### src/rtl/fcl_layer1_ctrl.sv
// fcl_layer1_ctrl: per-filter LOAD -> CLR -> MAC -> NEXT sequencer for fully-connected layer 1.
// Define FCL_CTRL_TIMEOUT_EN to add a LOAD-wait timeout with a sticky ERR state.
module fcl_layer1_ctrl #(
   parameter int NUM_FILTER = 6,
   parameter int CNT_WIDTH  = 3,
   parameter int MAC_CYCLES = 5,
   parameter int MAC_CNTW   = 3,
   parameter int TIMEOUT    = 16
) (
   input  logic                 fcl_ctrl_clk,
   input  logic                 fcl_ctrl_rst_b,
   input  logic                 fcl_ctrl_start_i,
   input  logic                 fcl_ctrl_abort_i,
   output logic                 fcl_ctrl_wr_en_o,
   input  logic                 fcl_ctrl_wr_done_i,
   output logic                 fcl_ctrl_mac_clr_o,
   output logic                 fcl_ctrl_mac_en_o,
   output logic [CNT_WIDTH-1:0] fcl_ctrl_filt_idx_o,
   output logic                 fcl_ctrl_busy_o,
   output logic                 fcl_ctrl_done_o,
   output logic                 fcl_ctrl_err_o
);
`ifdef FCL_CTRL_TIMEOUT_EN
   typedef enum logic [2:0] {S_IDLE, S_LOAD, S_CLR, S_MAC, S_NEXT, S_DONE, S_ERR} state_t;
`else
   typedef enum logic [2:0] {S_IDLE, S_LOAD, S_CLR, S_MAC, S_NEXT, S_DONE} state_t;
`endif

   if (NUM_FILTER < 1 || NUM_FILTER > (1 << CNT_WIDTH) || MAC_CYCLES < 1 ||
       MAC_CYCLES > (1 << MAC_CNTW) || TIMEOUT < 1) begin : g_bad_param
      $error("fcl_layer1_ctrl: parameter out of range");
   end

   state_t               r_state, w_next;
   logic [CNT_WIDTH-1:0] r_idx, w_idx;
   logic [MAC_CNTW-1:0]  r_mcnt, w_mcnt;
   logic                 r_wr_en, r_clr, r_mac_en, r_busy, r_done;

`ifdef FCL_CTRL_TIMEOUT_EN
   localparam int TW = $clog2(TIMEOUT + 1);
   logic [TW-1:0] r_tcnt, w_tcnt;
   logic          r_err;

   // counts consecutive LOAD cycles; restarts on every LOAD entry
   assign w_tcnt = (r_state == S_LOAD && w_next == S_LOAD) ? r_tcnt + 1'b1 : '0;

   always_ff @(posedge fcl_ctrl_clk or negedge fcl_ctrl_rst_b)
      if (!fcl_ctrl_rst_b) begin
         r_tcnt <= '0;
         r_err  <= 1'b0;
      end else begin
         r_tcnt <= w_tcnt;
         r_err  <= w_next == S_ERR;
      end

   assign fcl_ctrl_err_o = r_err;
`else
   assign fcl_ctrl_err_o = 1'b0;
`endif

   always_comb begin
      w_next = r_state;
      w_idx  = r_idx;
      case (r_state)
         S_IDLE: w_next = fcl_ctrl_start_i ? S_LOAD : S_IDLE;
         S_LOAD: begin
            if (fcl_ctrl_wr_done_i) w_next = S_CLR;
`ifdef FCL_CTRL_TIMEOUT_EN
            else if (r_tcnt == TW'(TIMEOUT - 1)) w_next = S_ERR;
`endif
         end
         S_CLR:  w_next = S_MAC;
         S_MAC:  w_next = (r_mcnt == MAC_CNTW'(MAC_CYCLES - 1)) ? S_NEXT : S_MAC;
         S_NEXT: begin
            w_next = (r_idx == CNT_WIDTH'(NUM_FILTER - 1)) ? S_DONE : S_LOAD;
            w_idx  = (r_idx == CNT_WIDTH'(NUM_FILTER - 1)) ? '0 : r_idx + 1'b1;
         end
         S_DONE: w_next = S_IDLE;
`ifdef FCL_CTRL_TIMEOUT_EN
         S_ERR:  w_next = S_ERR;
`endif
         default: w_next = S_IDLE;
      endcase
      if (fcl_ctrl_abort_i) begin
         w_next = S_IDLE;
         w_idx  = '0;
      end
   end

   assign w_mcnt = (r_state == S_MAC && w_next == S_MAC) ? r_mcnt + 1'b1 : '0;

   // outputs are registered from the next state so they line up with r_state
   always_ff @(posedge fcl_ctrl_clk or negedge fcl_ctrl_rst_b)
      if (!fcl_ctrl_rst_b) begin
         r_state  <= S_IDLE;
         r_idx    <= '0;
         r_mcnt   <= '0;
         r_wr_en  <= 1'b0;
         r_clr    <= 1'b0;
         r_mac_en <= 1'b0;
         r_busy   <= 1'b0;
         r_done   <= 1'b0;
      end else begin
         r_state  <= w_next;
         r_idx    <= w_idx;
         r_mcnt   <= w_mcnt;
         r_wr_en  <= w_next == S_LOAD;
         r_clr    <= w_next == S_CLR;
         r_mac_en <= w_next == S_MAC;
         r_busy   <= w_next inside {S_LOAD, S_CLR, S_MAC, S_NEXT};
         r_done   <= w_next == S_DONE;
      end

   assign fcl_ctrl_wr_en_o    = r_wr_en;
   assign fcl_ctrl_mac_clr_o  = r_clr;
   assign fcl_ctrl_mac_en_o   = r_mac_en;
   assign fcl_ctrl_filt_idx_o = r_idx;
   assign fcl_ctrl_busy_o     = r_busy;
   assign fcl_ctrl_done_o     = r_done;

endmodule

### config.mk
export PLATFORM = sky130hd
export DESIGN_NAME = fcl_layer1_ctrl
export DESIGN_NICKNAME = d
export VERILOG_FILES = /design/src/rtl/fcl_layer1_ctrl.sv
export SDC_FILE = /design/constraint.sdc
export NUM_CORES = 1
export LEC_CHECK = 0
export CORE_MARGIN = 5
export CORE_UTILIZATION = 35
export CTS_CLUSTER_SIZE = 20
export DETAILED_ROUTE_END_ITERATION = 10
export PLACE_DENSITY = 0.67
export SYNTH_ARGS = -nofsm -noshare
export SYNTH_HDL_FRONTEND = slang
export SYNTH_SLANG_ARGS = --single-unit
### constraint.sdc
create_clock -name fcl_ctrl_clk -period 1.8 [get_ports fcl_ctrl_clk]
set_input_delay 0.36 -clock fcl_ctrl_clk [delete_from_list [all_inputs] [get_ports fcl_ctrl_clk]]
set_output_delay 0.36 -clock fcl_ctrl_clk [all_outputs]
set_load 0.02 [all_outputs]
# --- Word-level counts from Yosys, hierarchy flattened ---
# Cells that the tools add are included.
totals:
  register_bits: 14
  output_inout_bits: 9
  word_cells: 35
classes:
  n_addsub: 2
  n_eq_ne: 11
  n_mux: 10
  reduce_logical: 4
op_table:
  columns: ["cell", "n"]
  rows:
  - ["$mux 3", 8]
  - ["$eq 3x3->1 const B", 5]
  - ["$pmux 3 s5", 1]
  - ["$eq 3x2->1 const B", 4]
  - ["$add 3x1->3 const B", 2]
  - ["$eq 3x1->1 const B", 2]
  - ["$reduce_bool 4->1", 1]
  - ["$logic_not 3->1", 1]
  - ["$reduce_bool 2->1", 1]
  - ["$logic_and 1x1->1", 1]
  - ["$mux 1", 1]

# --- Depth between registers and ports, before layout ---
logic_depth:
  word_depth: 7
  mapped_depth: 6

# --- Worst setup path before layout ---
# Ideal clock, no wire load.
synth_timing:
  path_kind: "reg2reg"
  from: "reg r_mcnt[0]"
  to: "reg r_wr_en (netlist: fcl_ctrl_wr_en_o)"
  setup_time_ns: 0.095
  arrival_time_ns: 1.235
  required_time_ns: 1.705
  path_slack_ns: 0.469
  path_stages_with_launch: 7
  synth_period_minus_slack_ns: 1.331
  path_cell_list: "dfrtp_1 > inv_1 > ha_1 > and3_1 > a21oi_1 > a22oi_2 > nor4b_2"
synth_via:
  elab_chain_cells: 5
synth_rtl:
  columns: ["element", "line_no", "text"]
  rows:
  - ["from (decl)", "36", "logic [MAC_CNTW-1:0] r_mcnt, w_mcnt;"]
  - ["from (signal assigned)", "106", "r_mcnt <= w_mcnt;"]
  - ["$eq 3x3->1", "73", "S_MAC: w_next = (r_mcnt == MAC_CNTW'(MAC_CYCLES - 1)) ? S_NEXT : S_MAC;"]
  - ["$mux 3", "73", null]
  - ["$pmux 3 s5", "64", "case (r_state)"]
  - ["$mux 3", "84", "if (fcl_ctrl_abort_i) begin"]
  - ["$eq 3x1->1", "107", "r_wr_en <= w_next == S_LOAD;"]
  - ["to (signal assigned)", "98", "r_wr_en <= 1'b0;"]
  - ["to (signal assigned)", "107", null]
  - ["to (decl)", "37", "logic r_wr_en, r_clr, r_mac_en, r_busy, r_done;"]
# No other way between the ends.
# A chain may end at the register's enable or synchronous reset.

# --- Final worst setup path ---
layout_timing:
  from: "reg r_idx[2] (netlist: fcl_ctrl_filt_idx_o[2])"
  to: "out fcl_ctrl_filt_idx_o[2]"
layout_rtl:
  columns: ["element", "line_no", "text"]
  rows:
  - ["from (decl)", "35", "logic [CNT_WIDTH-1:0] r_idx, w_idx;"]
  - ["from (signal assigned)", "105", "r_idx <= w_idx;"]
  - ["to (decl)", "18", "output logic [CNT_WIDTH-1:0] fcl_ctrl_filt_idx_o,"]
# No word-level cell between the ends.

==> impl_metrics.toml <==
[status]
status = "finished clean"

[logic_synthesis]
syn_area_um2 = 741
yosysWarningCount = 0
synth_top_area_share_pct = 47.3
synth-seq-area-share_pct = 47.3
syn-num-nets = 73
ys_ff_latch = 14
synthTopCellsByArea = "dfrtp_1, nor2_1, ha_1"
syn_avg_cell_area_um2 = 11.2
ys_types = 34
yosys.area.top_type = "dfrtp_1"
syn-instance-count = 66

[floorplan]
die-width_um = 56.0
dieHeight_um = 56.0
ios = 14
die_area_mm2 = 0.00314
core_mm2 = 0.00198
num_rows = 16
initial_utilization_pct = 37.4

[drt]
ant_nets = 0
drc = 0
wl_per_cell_um = 11.8
wirelength_um = 1260
dr.pass1.iters = 4
vias = 506
drt_iter0_markers = 14
via_per_inst = 4.73

[clock_network]
post_cts_buffers = 0
clock_sinks = 14
cts_max_path_buffers = 2
h-tree-depth = 1
cts-root-buf = "clkbuf_4"
ctsResizeCount = 0
clk_latency_ns = 0.28
cts_tree = "built"
clk_pin_slew_ns = 0.08
ctsHoldBuffers = 0
numCtsBuffers = 3

[setup_path]
critPathKind = "reg2out"
worstSetupEndpointType = "primary output"
arrival_ns = 1.36
start_kind = "flip-flop"
crit_family = "buffers and inverters"
crit_buf_inv = 1
crit_chain = "clkdlybuf4s50_1"
critical_path_required_ns = 1.44
cp_max_fo = 5
ff2ff_setup_slack_ns = 0.34
worstReg2RegEnd = "fcl_ctrl_wr_en_o"
r2r_cells = 6
slowest_stage = "clkdlybuf4s50_1"
rr_startpoint = "r_mcnt[0]"
slowest_delay_ns = 0.64

[timing]
fin_worst_skew_ns = 0.00180
grt_setup_unrepaired = "no"
finalCritPeriodShare_pct = 95.6
period_needed_ns = 1.72
setup_viol = 0
hold_viol_final = 0
fmax_mhz = 581
drv_slew = 0
tns_ns = 0

[place]
gp_congestion = 0.750
dp_hpwl_um = 917
io_buffers = 12

[global_route]
grt_usage_pct = 8.77
grt_pass1_wl_um = 2180
grt_pass1_vias = 479
grt_max_degree = 15
antenna_found_initial = 0
grt-ovfl-total = 0

[power_and_ir_drop]
p_total_uw = 653
ir_drop_uv = 467
pwr_density_cell_mw_per_mm2 = 716
p_leak_uw = 0.000428

[cells_and_area]
drive_gt1_share_pct = 18.8
multi_input_area_um2 = 349
seq_area_um2 = 350
nets = 88
num_antenna_cells = 0
layout_commonest_cell = "dfrtp_1"
fillers = 189
syn2layout_area_growth_pct = 23.1
final_cell_mix = "dfrtp_1, clkdlybuf4s50_1, nor2_1"

[run]
drv_cap = 0

[hold_path]
min-delay-path-class = "in2async"
cell families after synthesis:
kind of cell,count (synthesis),share of synthesized area [%]
DFF,14,47.3
xor gates and xnor gates,2,2.37
adders and majority gates,2,3.38
other,1,0.506
muxes,1,1.35
AOI/OAI and AO/OA,10,12.3
and+or+nand+nor,29,27.2
buffers and inverters,7,5.57
layout make-up:
type                    count  area share (%)
flip-flops and latches     14            38.4
multi-input cells          45            38.3
repair buffers             13            14.0
clock buffers               4            3.98
well taps                  27            3.70
inverters                   4            1.65
metal layers:
layer  vias to the layer above  wire length (um)  GRT usage (%)
met5                         -                 0              0
met3                         2                61           2.55
met4                         0                16           5.08
met1                       246               570           11.3
li1                        248                 -              -
met2                        10               611           12.9
per-stage QoR:
| stage | cell area, um^2 | std cells | hold slack (ns) | utilization (%) | setup WS (ns) |
|---|---|---|---|---|---|
| floorplan | 741 | 66 | 0.0644 | - | 0.469 |
| global placement | 876 | 103 | 0.448 | 44.2 | 0.315 |
| detailed placement | 876 | 103 | 0.459 | 44.2 | 0.280 |
| CTS | 912 | 107 | 0.380 | 46.0 | 0.0557 |
| global route | 912 | 107 | 0.391 | 46.0 | 0.0223 |
| finish | 912 | 107 | 0.384 | 46.0 | 0.0787 |
report_power, final:
part / leakage (uW) / internal [uW] / switching (uW)
logic: 0.000216 / 45.3 / 47.2
registers: 0.000191 / 324 / 11.2
clock network: 0.0000210 / 123 / 102
total: 0.000428 / 493 / 161
sequential cells by signal (all words and copies together), names as in the netlist:
| signal | cells |
|---|---|
| r_mcnt | 3 |
| fcl_ctrl_done_o | 1 |
| fcl_ctrl_mac_en_o | 1 |
| fcl_ctrl_busy_o | 1 |
| fcl_ctrl_mac_clr_o | 1 |
| fcl_ctrl_filt_idx_o | 3 |
| r_state | 3 |
| fcl_ctrl_wr_en_o | 1 |
Yosys cell counts:
library cell / n
dfrtp_1: 14
nor2_1: 11
a21oi_1: 4
inv_1: 3
buf_4: 2
ha_1: 2
nand2_1: 2
nand2b_1: 2
a21o_4: 1
a21oi_4: 1
a221oi_2: 1
a22oi_2: 1
and2_1: 1
and3_1: 1
and4bb_4: 1
buf_6: 1
conb_1: 1
inv_2: 1
mux2i_1: 1
nand2b_4: 1
nand3_1: 1
nand3b_1: 1
nand3b_4: 1
nand4_1: 1
nand4bb_1: 1
nor2b_1: 1
nor2b_4: 1
nor4_1: 1
nor4b_2: 1
o21ai_1: 1
o21bai_1: 1
or2_1: 1
xnor2_1: 1
xor2_1: 1
worst max-delay path by stage:
| stage | cells after the start | startpoint | slack [ns] | end |
|---|---|---|---|---|
| after global placement | 4 | fcl_ctrl_abort_i | 0.31 | fcl_ctrl_mac_en_o |
| after global routing | 1 | fcl_ctrl_filt_idx_o[2] | 0.02 | fcl_ctrl_filt_idx_o[2] |
| after floorplan | 6 | r_mcnt[0] | 0.47 | fcl_ctrl_wr_en_o |
| final | 1 | fcl_ctrl_filt_idx_o[2] | 0.08 | fcl_ctrl_filt_idx_o[2] |
| after detailed placement | 3 | fcl_ctrl_abort_i | 0.28 | fcl_ctrl_wr_en_o |
| after CTS | 1 | fcl_ctrl_filt_idx_o[2] | 0.06 | fcl_ctrl_filt_idx_o[2] |
Note: power is estimated with default switching activity, not from simulation.
==> RTL edit 1: new RTL, config.mk and constraints unchanged <==
The parameter `CNT_WIDTH` goes from 3 to 4.
--- a/src/rtl/fcl_layer1_ctrl.sv
+++ b/src/rtl/fcl_layer1_ctrl.sv
@@ -3,5 +3,5 @@
 module fcl_layer1_ctrl #(
    parameter int NUM_FILTER = 6,
-   parameter int CNT_WIDTH  = 3,
+   parameter int CNT_WIDTH  = 4,
    parameter int MAC_CYCLES = 5,
    parameter int MAC_CNTW   = 3,
Ports: changed (resized fcl_ctrl_filt_idx_o); port bits go from 14 to 15. No check against the original RTL was run, so the function may have changed too.
==> RTL edit 1 against the unedited design <==
  * Maximum frequency grew 2.8%
  * Die area down 2.0%
  * Sequential cell count up 1
  * Register-to-register slack got worse by 0.12 ns
  * Setup slack gained 0.047 ns
  * Non-clock buffer count up 3
  * Combinational power fell by 5.4%
  * Cell area is 0.96% higher
  * Power decreased by 3.6%
  * Area after synthesis down 2.4%
  * First-iteration DRC count down 43%
  * Critical path depth stayed put
  * Wire length up 11%
  * Largest power group unchanged
==> RTL edit 1: results (changes against the unedited design) <==
metric;value;unit;change
status;finished, final reports clean;;
leakage;0.4154;nW;-3.0%
gp_congestion;0.6924;;-7.6%
grt_use_total;0.1052;;+0.01751
grt_max_degree;16;;+1
avgViaCountPerCell;4.940;;+4.5%
synthTopCellsByCount;15 x dfrtp_1, 8 x nor2_1, 6 x a21oi_1;;
m1WireLength;650;um;+14%
p_seq_frac;0.567;;+0.053
diodes;0;;unchanged
cp_top_family;buffers and inverters;;
synthAdderAreaFrac;0.06920;;+0.03542
clock_path_buffers;2;;unchanged
drtPass1Iterations;4;;unchanged
synth_fp_nets;80;;+9.6%
p_comb;0.0875;mW;-5.4%
critPathLaunch;fcl_ctrl_filt_idx_o[1]$_DFFE_PN0P_;;
htree_levels;1;;unchanged
async_flop_share;1.000;;unchanged
synthMuxAreaShare;0;;-0.01351
final_nets;99;;+13%
irDropWorstVdd;0.4898;mV;+4.9%
worst_r2r_path_depth;3;;-3
synth_area_leaders;dfrtp_1 52%, ha_1 6.9%, a21oi_1 4.2%;;
dp_hpwl;1076;um;+17%
largest_register_ffs;4;;
wl;1401;um;+11%
cp_data_arrival_time;1.31;ns;-0.05 ns
fin_skew;0.005965;ns;+0.004162 ns
yosys.area_share.xor_xnor;0.01211;;-0.01154
slowest_delay;0.63;ns;
grt-ovfl-total;0;;unchanged
antenna_found_initial;0;;unchanged
clock_latency;0.28;ns;about the same
wl_met2;680;um;+11%
synth_compound_area_frac;0.1176;;-0.005664
hold_buffers;0;;unchanged
wl_met3;62;um;+1.6%
ys_warn_count;0;;unchanged
ys_seq_area_frac;0.5190;;+0.04606
drt-initial-drc-count;8;;-6
p_sw;0.1585;mW;-1.3%
grt_pass1_wl;2601;um;+19%
drive_gt1_frac;0.1348;;-0.05267
grt_pass1_vias;571;;+19%
numCtsBuffers;3;;unchanged
worstPathMaxFanout;5;;unchanged
io_buffers;13;;+1
min_path_type;input port to asynchronous set/reset pin;;
post-cts-setup-buffer-count;0;;unchanged
worstReg2RegStart;r_state[1]$_DFF_PN0_;;
synth_cell_types;28;;-18%
-- RTL edit 1: cell count changes after synthesis, moves of 2 or more --
cell / unedited run / this run
o21ai_0: 0 / 4
ha_1: 2 / 4
nor3b_1: 0 / 2
a21oi_1: 4 / 6
nor3_1: 0 / 4
nor2_1: 11 / 8
nand2_1: 2 / 5
-- RTL edit 1: metrics by stage --
step	total power, mW	area, um^2	std cells	setup WS [ns]	hold slack [ns]
CTS	0.6447	918.4	116	0.06240	0.3837
detailed placement	0.4523	890.9	112	0.06964	0.4506
floorplan	0.4072	723.2	71	0.3229	0.06441
finish	0.6297	920.9	116	0.1262	0.3853
global route	0.6640	920.9	116	0.05255	0.4003
global placement	0.4500	890.9	112	0.06297	0.4464
-- RTL edit 1: final cells by class --
type	count	area, um^2
clock buffers	3	22.52
flip-flops and latches	15	375.4
clock inverters	1	5.005
fillers	220	1041
well taps	27	33.78
multi-input cells	50	314.1
repair buffers	16	155.1
inverters	4	15.01
-- RTL edit 1: worst paths after layout --
kind | end | slack (ns)
setup reg to reg | fcl_ctrl_filt_idx_o[3]$_DFFE_PN0P_ | 0.22
hold / removal | fcl_ctrl_filt_idx_o[1]$_DFFE_PN0P_ | 0.39
setup / recovery | fcl_ctrl_filt_idx_o[1] | 0.13
hold reg to reg | r_mcnt[0]$_DFF_PN0_ | 0.47
min in group fcl_ctrl_clk | r_mcnt[0]$_DFF_PN0_ | 0.47
max in group asynchronous | r_mcnt[1]$_DFF_PN0_ | 1.23
-- RTL edit 1: layer usage --
| metal | GRT usage | vias to the layer above |
|---|---|---|
| li1 | - | 284 |
| met1 | 0.1320 | 275 |
| met2 | 0.1706 | 12 |
| met3 | 0.02797 | 2 |
| met4 | 0.04167 | 0 |
| met5 | 0 | - |
==> RTL edit 2: new RTL, same flow settings <==
Without the edit above. Put one more register stage on the output `fcl_ctrl_done_o`, with the module's reset. The value now appears one clock later. The other outputs are not delayed to match.
--- a/src/rtl/fcl_layer1_ctrl.sv
+++ b/src/rtl/fcl_layer1_ctrl.sv
@@ -117,5 +117,11 @@
    assign fcl_ctrl_filt_idx_o = r_idx;
    assign fcl_ctrl_busy_o     = r_busy;
-   assign fcl_ctrl_done_o     = r_done;
+   always_ff @(posedge fcl_ctrl_clk or negedge fcl_ctrl_rst_b) begin
+      if (!fcl_ctrl_rst_b) begin
+         fcl_ctrl_done_o <= '0;
+      end else begin
+         fcl_ctrl_done_o <= r_done;
+      end
+   end
 
 endmodule
Behaviour: no difference found for any inputs over 10 cycles, from zero or initial values and one cycle with fcl_ctrl_rst_b low; that may be too few to reach the edited logic, so the function may still have changed.
==> RTL edit 2 against the unedited design <==
  * Cell area decreased by 2.2%
  * Sequential cell count up 1
  * Die area down 2.4%
  * Cell count rose by 0.93%
  * Global-route usage up 0.24 points
  * Sequential power up 6.5%
  * Utilization down 0.55 points
  * Wire length down 3.0%
  * Count of clock-buffer cells in the layout down 1
  * Setup slack better by 0.018 ns
  * Power is 5.5% lower
  * Combinational power down 20%
  * Highest routed layer unchanged
  * Area after synthesis fell by 2.9%
==> RTL edit 2: results (changes against the unedited design) <==
metric;value;unit;change
gp_congestion;0.8268;;+10%
status;finished, final reports clean;;
grt_pass1_wl;2214;um;+1.6%
leakage;0.3836;nW;-10%
m1WireLength;603;um;+5.8%
drive_gt1_frac;0.1235;;-0.06404
grtUsageMet2;0.1166;;-0.01199
min_path_type;flop to flop;;
placedCellCount;104;;+0.97%
drt-wirelength-per-cell;11.31;um;-3.9%
dpl_worst_slack;0.2112;ns;-0.06874 ns
grt_max_degree;16;;+1
grt_use_total;0.09012;;+0.002389
ys_seq_area_frac;0.5217;;+0.04877
met1_usage;0.1187;;+0.005266
clock_latency;0.28;ns;about the same
wl_met2;515;um;-16%
wl;1221;um;-3.0%
final_nets;89;;+1.1%
p_int;0.4665;mW;-5.3%
met3_usage;0.03730;;+0.01177
worstPathMaxFanout;6;;+1
drt-initial-drc-count;2;;-12
p_seq_frac;0.580;;+0.066
fin_skew;0.008869;ns;+0.007065 ns
pwr-share-clk;0.300;;-0.045
avgViaCountPerCell;4.639;;-1.9%
grt_pass1_vias;498;;+4.0%
placedInstanceArea;864.6;um^2;-1.3%
fill_cells;207;;+9.5%
irDropWorstVdd;0.2626;mV;-44%
worst_r2r_path_depth;5;;-1
==> RTL edit 2: cell count changes in the layout (fill, tap and decap cells not counted), sizes merged, moves of 2 or more <==
cell | unedited run | this run
nand3 | 1 | 3
nor2 | 11 | 7
and3b | 0 | 2
nor3 | 0 | 2
==> RTL edit 2: logic make-up after synthesis <==
kind of cell    after synthesis  share of synthesized area
flops                        15                     0.5217
mux                           1                    0.01391
compound gates               10                    0.08348
other cells                   1                   0.005212
fa+ha+maj                     2                    0.03478
simple gates                 29                     0.2679
buf+inv                       6                    0.04869
xor+xnor                      2                    0.02435
==> RTL edit 2: worst paths after layout <==
kind | from | endpoint | slack (ns)
setup / recovery | fcl_ctrl_filt_idx_o[2]$_DFFE_PN0P_ | fcl_ctrl_filt_idx_o[2] | 0.1
hold / removal | r_done$_DFF_PN0_ | fcl_ctrl_done_o$_DFF_PN0_ | 0.36
setup reg to reg | r_mcnt[0]$_DFF_PN0_ | fcl_ctrl_busy_o$_DFF_PN0_ | 0.38
hold reg to reg | r_done$_DFF_PN0_ | fcl_ctrl_done_o$_DFF_PN0_ | 0.36
max in group asynchronous | fcl_ctrl_rst_b | r_mcnt[1]$_DFF_PN0_ | 1.24
min in group asynchronous | fcl_ctrl_rst_b | fcl_ctrl_filt_idx_o[0]$_DFFE_PN0P_ | 0.39
==> RTL edit 2: cell type report <==
cell class              count  area [um^2]  area share
clock buffers               3        22.52     0.02525
clock inverters             1        5.005    0.005610
inverters                   3        11.26     0.01262
multi-input cells          45        309.0      0.3464
flip-flops and latches     15        375.4      0.4208
well taps                  27        33.78     0.03787
repair buffers             14        135.1      0.1515
